File: src/rtl/gcd_ip_top.sv
`default_nettype none
// ============================================================================
// Module   : gcd_ip_top
// Function : Subtractive-Euclid GCD core, one subtraction per clock.
// Revision : 1.0
// ============================================================================
module gcd_ip_top #(
    parameter int WIDTH = 8
) (
    input  logic             clk,
    input  logic             rst,
    input  logic [WIDTH-1:0] a,
    input  logic [WIDTH-1:0] b,
    output logic [WIDTH-1:0] cout
);

    typedef enum logic [1:0] {
        S_LOAD = 2'd0,
        S_CALC = 2'd1,
        S_DONE = 2'd2
    } state_t;

    state_t           state_q;
    logic [WIDTH-1:0] x_q;
    logic [WIDTH-1:0] y_q;
    logic [WIDTH-1:0] cout_q;

    always_ff @(posedge clk) begin
        if (!rst) begin
            state_q <= S_LOAD;
            x_q     <= '0;
            y_q     <= '0;
            cout_q  <= '0;
        end else begin
            case (state_q)
                S_LOAD: begin
                    x_q     <= a;
                    y_q     <= b;
                    state_q <= S_CALC;
                end
                S_CALC: begin
                    // Zero checks come first so gcd(n,0) and gcd(0,0) terminate.
                    if (y_q == '0) begin
                        cout_q  <= x_q;
                        state_q <= S_DONE;
                    end else if (x_q == '0) begin
                        cout_q  <= y_q;
                        state_q <= S_DONE;
                    end else if (x_q == y_q) begin
                        cout_q  <= x_q;
                        state_q <= S_DONE;
                    end else if (x_q > y_q) begin
                        x_q <= x_q - y_q;
                    end else begin
                        y_q <= y_q - x_q;
                    end
                end
                S_DONE: begin
                    state_q <= S_DONE;
                end
                default: begin
                    state_q <= S_LOAD;
                end
            endcase
        end
    end

    assign cout = cout_q;

endmodule
`default_nettype wire

File: config.mk
export PLATFORM = sky130hd
export DESIGN_NAME = gcd_ip_top
export DESIGN_NICKNAME = d
export VERILOG_FILES = /design/src/rtl/gcd_ip_top.sv
export SDC_FILE = /design/constraint.sdc
export NUM_CORES = 1
export LEC_CHECK = 0
export ABC_AREA = 1
export CORE_MARGIN = 3
export CORE_UTILIZATION = 39
export CTS_BUF_LIST = sky130_fd_sc_hd__clkbuf_4
export DETAILED_ROUTE_END_ITERATION = 10
export PLACE_DENSITY_LB_ADDON = 0.2
export SETUP_SLACK_MARGIN = 0.5
export SLEW_MARGIN = 15
export SYNTH_ARGS = -nofsm -noshare
export SYNTH_HDL_FRONTEND = slang
export SYNTH_SLANG_ARGS = --single-unit
File: constraint.sdc
create_clock -name clk -period 1.75 [get_ports clk]
set_input_delay 0.4375 -clock clk [delete_from_list [all_inputs] [get_ports clk]]
set_output_delay 0.4375 -clock clk [all_outputs]
set_load 0.05 [all_outputs]
==> run_results.csv, run 1 <==
group,metric,value,unit
run_status,status,"finished, violations left",
run_status,violations,"negative setup slack",
detailed_routing,remaining_drc_errors,0,
die,design.die.area,0.006418,sq mm
placed_design,dp_hpwl,5100,um
detailed_routing,drtAntennaViolNets,0,
clock_tree,cts-htree-levels,1,
flow_run,cap_violations,0,
finish,n_antenna_cell,0,
timing,finalWorstSetupSlack,-0.1201,ns
yosys,synth.top_cells.by_count,"99 x nand2_1, 68 x nor2_1, 52 x inv_1",
finish,nNetsFinal,478,
die,die_w,80.11,um
placed_design,placed_cell_area,0.002893,sq mm
detailed_routing,routed_wl,6982,um
yosys,netlist_instances,358,
placed_design,io_buffer_count,25,
yosys,synth_area_per_cell,5.983,sq um
finish,drive_gt1_share,36.59,%
yosys,synth-main-ff-cell,"dfxtp_1",
timing,finalSetupTns,-1.276,ns
yosys,synthTopCellsByArea,"dfxtp_1 24%, nand2_1 17%, nor2_1 12%",
yosys,ys_warn_count,0,
yosys,synth_fp_nets,395,
clock_tree,clock_path_buffers,2,
die,coreArea,0.005205,sq mm
setup_path,rr_endpoint,"x_q[7]$_SDFFE_PN0P_",
timing,rsz0062_at_grt,"true",
placed_design,finalWeightedCongestion,0.8393,
timing,max_freq,534.7,MHz
yosys,synthArstFlopShare,0,%
setup_path,critPathKind,"reg -> reg",
placed_design,post-place-ws,-0.1032,ns
timing,period_minus_slack,1.870,ns
die,pin_count,26,
timing,setup_viol,16,
die,num_rows,26,
setup_path,startpoint_type,"register",
detailed_routing,viasPerCell,4.871,
setup_path,reg2reg_slack,-0.12,ns
clock_tree,clkTransAtPathRegs,0.16,ns
yosys,syn-cell-area,0.002142,sq mm
worst_hold_path,hold_end,"cout[5]$_SDFFE_PN0P_",
timing,whs,0.5058,ns
yosys,netlist.area_leader.share,24.30,%
timing,finalMaxSlewViolations,0,
detailed_routing,drtIter0Drc,97,
grt,grt_start_max_net_pins,27,
timing,fin_crit_sh,106.9,%
yosys,synth_top_area_cell,"dfxtp_1",
finish,syn2layout_area_growth,58.18,%
grt,gr-total-overflow,0,
grt,antenna_found_initial,0,
setup_path,reg2reg_from,"x_q[0]$_SDFFE_PN0P_",
finish,fillCellCount,459,
setup_path,critPathArrivalTime,2.15,ns
timing,hold_viol_final,0,
clock_tree,root_buffer,"clkbuf_4",
worst_hold_path,min-delay-start,"cout[5]$_SDFFE_PN0P_",
worst_hold_path,holdPathStages,2,
grt,grt_pass1_vias,2326,
finish,fin_area,0.003388,sq mm
setup_path,crit_fanout,4,
yosys,yosysMostFrequentCell,"nand2_1",
clock_tree,clk_latency,0.35,ns
die,die_h,80.11,um
yosys,yosysUniqueCellTypes,28,
clock_tree,cts.sinks,26,
timing,worst_pin_slew,0.3331,ns
setup_path,end_kind,"register",
detailed_routing,post_drt_wl_per_cell,13.69,um
yosys,synth_edf_count,0,
timing,max-slew-margin-rel,77.56,%
timing,clock_skew,0.003026,ns
detailed_routing,via_count,2484,
yosys,synth.ff_latch_count,26,
clock_tree,cts_tree,"done",
setup_path,required,2.03,ns
clock_tree,numCtsBuffers,3,
yosys,yosysSeqAreaShare,24.30,%
setup_path,r2r_cells,14,
detailed_routing,dr.pass1.iters,5,
worst_hold_path,hold_path.class,"reg -> reg",
grt,grt_first_pass_wirelength,10630,um
die,initial_core_util,41.15,%
grt,grt_usage,21.30,%
## flip-flops by register name, indices dropped and copies added, names as in the netlist
| register | flops |
|---|---|
| cout | 8 |
| state_q | 2 |
| x_q | 8 |
| y_q | 8 |
## routing by layer
| metal | track usage [%] | wire, um | up-vias |
|---|---|---|---|
| met2 | 38.00 | 3541 | 50 |
| li1 | - | - | 1271 |
| met5 | 0 | 0 | - |
| met1 | 26.42 | 3095 | 1154 |
| met3 | 3.363 | 255 | 9 |
| met4 | 5.574 | 89 | 0 |
## timing repair
action | CTS | global route
hold buffers | 0 | 0
endpoints found under the setup margin | 34 | 34
buffers inserted | 3 | 8
pin swaps | 5 | 17
hold endpoints to repair | 0 | 0
cloned | 0 | 1
gates resized for setup | 47 | 63
## worst max-delay path by stage
stage / endpoint / start / depth (start not counted) / slack [ns]
2_1_floorplan: y_q[3]$_SDFFE_PN0P_ / x_q[0]$_SDFFE_PN0P_ / 14 / 0.04
3_3_place_gp: y_q[0]$_SDFFE_PN0P_ / y_q[7]$_SDFFE_PN0P_ / 13 / -0.08
3_5_place_dp: y_q[0]$_SDFFE_PN0P_ / x_q[5]$_SDFFE_PN0P_ / 13 / -0.10
4_1_cts: x_q[7]$_SDFFE_PN0P_ / x_q[0]$_SDFFE_PN0P_ / 14 / -0.08
5_1_grt: x_q[3]$_SDFFE_PN0P_ / x_q[0]$_SDFFE_PN0P_ / 14 / -0.21
6_report: x_q[7]$_SDFFE_PN0P_ / x_q[0]$_SDFFE_PN0P_ / 14 / -0.12
## logic make-up after synthesis
logic type / synth area share [%]
compound gates: 8.061
xor+xnor: 1.636
mux: 0.4673
simple gates: 42.23
buf+inv: 11.51
fa+ha+maj: 11.80
flops: 24.30
## stage by stage
stage / util [%] / instances
2_1_floorplan: - / 358
6_report: 65.10 / 510
3_5_place_dp: 55.58 / 494
4_1_cts: 59.52 / 501
5_1_grt: 65.10 / 510
3_3_place_gp: 55.58 / 494
## critical path: stages, from the launching register on
cell and delay, ns:
dfxtp_2 0.36, inv_2 0.05, ha_4 0.16, fa_2 0.37
inv_2 0.06, nand2_2 0.04, nand2_2 0.07, nand3_2 0.09
nand2_2 0.09, nand2_4 0.07, nor2_4 0.10, nor2_4 0.05
buf_6 0.14, nor2_2 0.09, nor2_1 0.04
## layout by cell type (no fill, tap or decap), types with 2 or more instances in the layout
master | Yosys | layout
a21oi_1 | 8 | 4
a21oi_2 | 0 | 4
buf_12 | 0 | 2
buf_4 | 1 | 53
buf_6 | 1 | 5
buf_8 | 0 | 8
clkbuf_4 | 0 | 3
clkdlybuf4s50_1 | 0 | 17
dfxtp_1 | 26 | 8
dfxtp_2 | 0 | 16
dfxtp_4 | 0 | 2
fa_2 | 0 | 2
ha_1 | 17 | 9
ha_4 | 0 | 8
inv_1 | 52 | 46
inv_2 | 2 | 5
nand2_1 | 99 | 92
nand2_2 | 4 | 9
nand2_4 | 4 | 5
nand2_8 | 0 | 2
nand3_1 | 27 | 25
nand3_2 | 1 | 2
nand4_1 | 3 | 3
nor2_1 | 68 | 53
nor2_2 | 2 | 6
nor2_4 | 1 | 12
o21ai_0 | 24 | 11
o21ai_1 | 0 | 3
o21ai_2 | 0 | 10
xor2_1 | 3 | 3
## layout make-up
class	instances	area, sq um	share of cell area (%)
clock buffers	3	22.52	0.6647
clock inverters	1	3.754	0.1108
inverters	54	225.2	6.647
multi-input cells	271	1717	50.66
flip-flops and latches	26	548.0	16.17
well taps	70	87.58	2.585
repair buffers	85	784.5	23.15
Power of run 1 is left out: the tool's default activity adds up to more than one toggle a clock period on the data nets, which glitch-free logic cannot reach.
==> run 2: changes to the inputs <==
CORE_ASPECT_RATIO = 0.75   (was default)
==> run 2 against run 1 <==
  * The run still ends with negative setup slack left
  * Non-clock buffer count shrank 5
  * Design area shrank 1.3%
  * Register-to-register slack got worse by 0.02 ns
  * Setup slack got worse by 0.018 ns
  * Cell count fell by 0.78%
  * Wire length is 3.0% lower
  * Critical path depth is 1 lower
  * Flip-flop and latch count did not move
  * Clock-buffer cell count stayed put
  * Largest cell class unchanged
==> run_results.csv, run 2 (same netlist as run 1, synthesis figures left out) <==
group,metric,value,unit
timing,worst_pin_slew,0.3165,ns
finish,final_cell_mix,"86 x nand2_1, 58 x nor2_1, 52 x buf_4",
placed_design,io_buffer_count,25,
worst_hold_path,hold_path.class,"reg -> reg",
grt,met2_usage,30.61,%
setup_path,path_cells,"inv_2, ha_4, fa_2, inv_2, nand2_2, nand2_4, nand3_4, nand2_4, nand2_8, nor2_4, nor2_4, nor2_1, nor2_1",
detailed_routing,drtIter0Drc,238,
timing,clock_skew,0.003985,ns
setup_path,crit_fanout,8,
die,num_rows,22,
detailed_routing,viasPerCell,4.796,
clock_tree,cts-htree-levels,1,
detailed_routing,post_drt_wl_per_cell,13.38,um
setup_path,critPathKind,"reg -> reg",
clock_tree,root_buffer,"clkbuf_4",
placed_design,finalWeightedCongestion,0.8802,
grt,antenna_found_initial,0,
timing,max_freq,529.5,MHz
clock_tree,numCtsBuffers,3,
finish,fin_cells,506,
setup_path,reg2reg_slack,-0.14,ns
finish,syn2layout_area_growth,56.13,%
grt,grt_start_max_net_pins,27,
die,initial_core_util,42.06,%
clock_tree,clkTransAtPathRegs,0.14,ns
clock_tree,clock_path_buffers,2,
grt,grt_pass1_vias,2218,
flow_run,cap_violations,0,
timing,max-slew-margin-rel,78.68,%
run_status,violations,"negative setup slack",
clock_tree,cts_tree,"done",
clock_tree,cts_hold_buffers,0,
grt,grt_first_pass_wirelength,10370,um
setup_path,required,1.98,ns
die,die_w,91.58,um
grt,met1_usage,29.19,%
timing,finalWorstSetupSlack,-0.1384,ns
grt,top_usage_layer,"met2",
detailed_routing,dr.pass1.iters,6,
finish,drive_gt1_share,36.41,%
run_status,status,"finished, violations left",
die,pin_count,26,
placed_design,placedCellCount,492,
die,design.die.area,0.006427,sq mm
die,coreArea,0.005092,sq mm
setup_path,end_kind,"register",
finish,nNetsFinal,473,
setup_path,critPathArrivalTime,2.12,ns
setup_path,startpoint_type,"register",
timing,hold_viol_final,0,
detailed_routing,routed_wl,6770,um
timing,setup_viol,16,
detailed_routing,via_count,2427,
clock_tree,clk_latency,0.32,ns
timing,finalMaxSlewViolations,0,
setup_path,cp_slowest_cell,"dfxtp_2",
grt,gr-total-overflow,0,
detailed_routing,drtAntennaViolNets,0,
timing,fin_crit_sh,107.9,%
die,die_h,70.18,um
grt,grt_usage,20.02,%
timing,rsz0062_at_grt,"true",
finish,n_antenna_cell,0,
timing,period_minus_slack,1.888,ns
detailed_routing,remaining_drc_errors,0,
placed_design,dp_hpwl,4846,um
setup_path,slowest_delay,0.36,ns
finish,layout_commonest_cell,"nand2_1",
grt,grt_use_met3,3.337,%
clock_tree,cts.sinks,26,
==> run 2: changes by cell type in the layout (fill, tap and decap cells not counted), sizes merged <==
cell / before / now
clkinv: 2 / 1
buf: 68 / 63
==> run 2: path summary, 6_finish.rpt <==
kind / end / cells after the start / startpoint
setup / recovery: x_q[7]$_SDFFE_PN0P_ / 13 / x_q[0]$_SDFFE_PN0P_
setup reg to reg: x_q[7]$_SDFFE_PN0P_ / 13 / x_q[0]$_SDFFE_PN0P_
hold reg to reg: state_q[0]$_SDFFE_PN0P_ / 2 / state_q[0]$_SDFFE_PN0P_
hold / removal: state_q[0]$_SDFFE_PN0P_ / 2 / state_q[0]$_SDFFE_PN0P_
==> run 2: layout make-up <==
class	instances	area, sq um
fill	447	1748
sequential	26	556.8
inverter	54	220.2
multi-input combinational	271	1723
tap	72	90.09
timing repair buffer	80	732.0
clock buffer	3	22.52
==> run 2: timing repair <==
item	CTS	global route
cloned	0	1
endpoints found under the hold margin	0	0
resized for setup	36	75
buffers inserted	4	6
setup endpoints to repair	34	34
pin swaps	9	28
==> run 2: per-stage QoR <==
step	setup slack, ns	TNS, ns	area [sq um]	hold slack [ns]	util [%]
final	-0.1384	-1.222	3344	0.5037	65.68
after global placement	-0.06780	-0.4386	2865	0.4688	56.27
after global routing	-0.2264	-2.569	3344	0.5316	65.68
after detailed placement	-0.1073	-0.9638	2865	0.4779	56.27
after floorplan	0.04262	0	2242	0.4538	-
after CTS	-0.09068	-0.9894	3027	0.5028	59.43
==> run 2: critical path, delay by kind of cell (launching register included) <==
family | cells | cell delay, ns
simple gates | 9 | 0.80
fa+ha+maj | 2 | 0.52
flops | 1 | 0.36
buf+inv | 2 | 0.12
==> run 2: layer usage <==
layer | share of wire, % | vias to the layer above | wire, um
met4 | 1.9 | 0 | 126
met3 | 6.4 | 10 | 433
li1 | - | 1259 | -
met5 | 0 | - | 0
met2 | 45 | 83 | 3075
met1 | 46 | 1075 | 3133
Power of run 2 is left out for the same reason.
==> run 3: changes to the inputs <==
clock period = 2.4 ns   (was 1.75 ns; I/O delays follow)
==> run 3 against run 2 <==
  * Die area unchanged
  * Via count down 6.1%
  * Core utilization down 8.9 points
  * Hold slack worse by 0.010 ns
  * Global-route usage down 0.75 points
  * Non-clock buffer count down 36
  * The run now ends clean
  * Setup slack better by 0.55 ns
  * Clock skew up 0.0077 ns
  * Register-to-register slack better by 0.55 ns
  * First-iteration DRC count down 35%
  * Fmax down 4.9%
==> run_results.csv, run 3 (same netlist as run 1, synthesis figures left out) <==
group,metric,value,unit
die,pin_count,26,
detailed_routing,via_count,2279,
grt,grt_use_met3,4.090,%
finish,syn2layout_area_growth,34.99,%
grt,grt_usage,19.27,%
setup_path,end_kind,"register",
timing,finalSetupTns,0,ns
timing,hold_viol_final,0,
timing,fin_crit_sh,82.72,%
die,die_w,91.58,um
timing,setup_viol,0,
placed_design,finalWeightedCongestion,0.9124,
setup_path,reg2reg_from,"x_q[0]$_SDFFE_PN0P_",
clock_tree,numCtsBuffers,3,
grt,grt_first_pass_wirelength,9887,um
detailed_routing,dr.pass1.iters,4,
detailed_routing,viasPerCell,4.839,
finish,drive_gt1_share,20.80,%
grt,met2_usage,30.69,%
flow_run,cap_violations,0,
clock_tree,root_buffer,"clkbuf_4",
finish,nNetsFinal,437,
clock_tree,cts-htree-levels,1,
setup_path,cp_common_cell,"nor2_4",
clock_tree,cts_hold_buffers,0,
timing,whs,0.4936,ns
placed_design,dp_hpwl,4563,um
finish,n_antenna_cell,0,
timing,max-slew-margin-rel,67.15,%
run_status,status,"complete, no violations",
detailed_routing,drtIter0Drc,154,
setup_path,required,2.66,ns
finish,final_cell_mix,"94 x nand2_1, 60 x nor2_1, 47 x inv_1",
detailed_routing,drtAntennaViolNets,0,
setup_path,crit_fanout,5,
setup_path,startpoint_type,"register",
die,initial_core_util,42.06,%
setup_path,cp_slowest_cell,"fa_2",
die,die_h,70.18,um
setup_path,critPathKind,"reg -> reg",
grt,grt_start_max_net_pins,27,
timing,rsz0062_at_grt,"true",
placed_design,io_buffer_count,25,
grt,top_usage_layer,"met2",
timing,worst_pin_slew,0.4947,ns
detailed_routing,remaining_drc_errors,0,
grt,met1_usage,26.99,%
detailed_routing,post_drt_wl_per_cell,14.09,um
timing,period_minus_slack,1.985,ns
finish,layout_commonest_cell,"nand2_1",
die,design.die.area,0.006427,sq mm
setup_path,slowest_delay,0.38,ns
timing,clock_skew,0.01166,ns
grt,antenna_found_initial,0,
grt,gr-total-overflow,0,
die,coreArea,0.005092,sq mm
worst_hold_path,hold_path.class,"reg -> reg",
placed_design,placedCellCount,450,
clock_tree,clk_latency,0.33,ns
worst_hold_path,min-delay-start,"cout[3]$_SDFFE_PN0P_",
die,num_rows,22,
grt,grt_pass1_vias,2025,
detailed_routing,routed_wl,6638,um
timing,finalMaxSlewViolations,0,
finish,fin_cells,471,
timing,max_freq,503.7,MHz
clock_tree,clkTransAtPathRegs,0.16,ns
clock_tree,cts_tree,"done",
setup_path,startpoint,"x_q[0]$_SDFFE_PN0P_",
setup_path,path_cells,"inv_2, ha_4, fa_2, inv_1, nand2_1, nand2_2, nand3_4, nand2_4, nand2_8, nor2_4, nor2_4, buf_6, nor2_4, nor2_1",
clock_tree,clock_path_buffers,2,
clock_tree,cts.sinks,26,
setup_path,critPathArrivalTime,2.24,ns
## run 3: per-layer routing
layer  share of wire, %  vias to the layer above
met5                  0                        -
met4               0.95                        0
met2                 46                       73
met1                 45                     1007
li1                   -                     1189
met3                7.9                       10
## run 3: path summary, 6_finish.rpt
path                          endpoint  slack (ns)  cells after the start
hold reg to reg   cout[3]$_SDFFE_PN0P_        0.49                      2
setup / recovery   x_q[6]$_SDFFE_PN0P_        0.41                     14
hold / removal    cout[3]$_SDFFE_PN0P_        0.49                      2
setup reg to reg   x_q[6]$_SDFFE_PN0P_        0.41                     14
## run 3: cell type report
cell class	count	area [sq um]
sequential	26	539.3
multi-input combinational	271	1628
fill	506	2201
tap	72	90.09
clock buffer	3	22.52
timing repair buffer	44	394.1
inverter	54	214.0
clock inverter	1	3.754
## run 3: what timing repair did
action | 4_1_cts | 5_1_grt
setup buffers | 4 | 12
endpoints found under the setup margin | 32 | 24
hold endpoints to repair | 0 | 0
gates resized for setup | 37 | 43
gates cloned | 1 | 0
pin swaps | 6 | 28
## run 3: through the flow
| step | utilization [%] | cell area (sq um) | worst slack [ns] |
|---|---|---|---|
| floorplan | - | 2142 | 0.5188 |
| CTS | 52.11 | 2654 | 0.5021 |
| global route | 56.78 | 2892 | 0.3129 |
| global placement | 48.33 | 2461 | 0.3553 |
| detailed placement | 48.33 | 2461 | 0.2941 |
| finish | 56.78 | 2892 | 0.4148 |
## run 3: worst max-delay path, delay by kind of cell, from the launching register on
family / cells / cell delay [ns]
and+or+nand+nor: 9 / 0.74
DFF: 1 / 0.36
adders and majority gates: 2 / 0.54
buffers and inverters: 3 / 0.25
Power of run 3 is left out for the same reason.
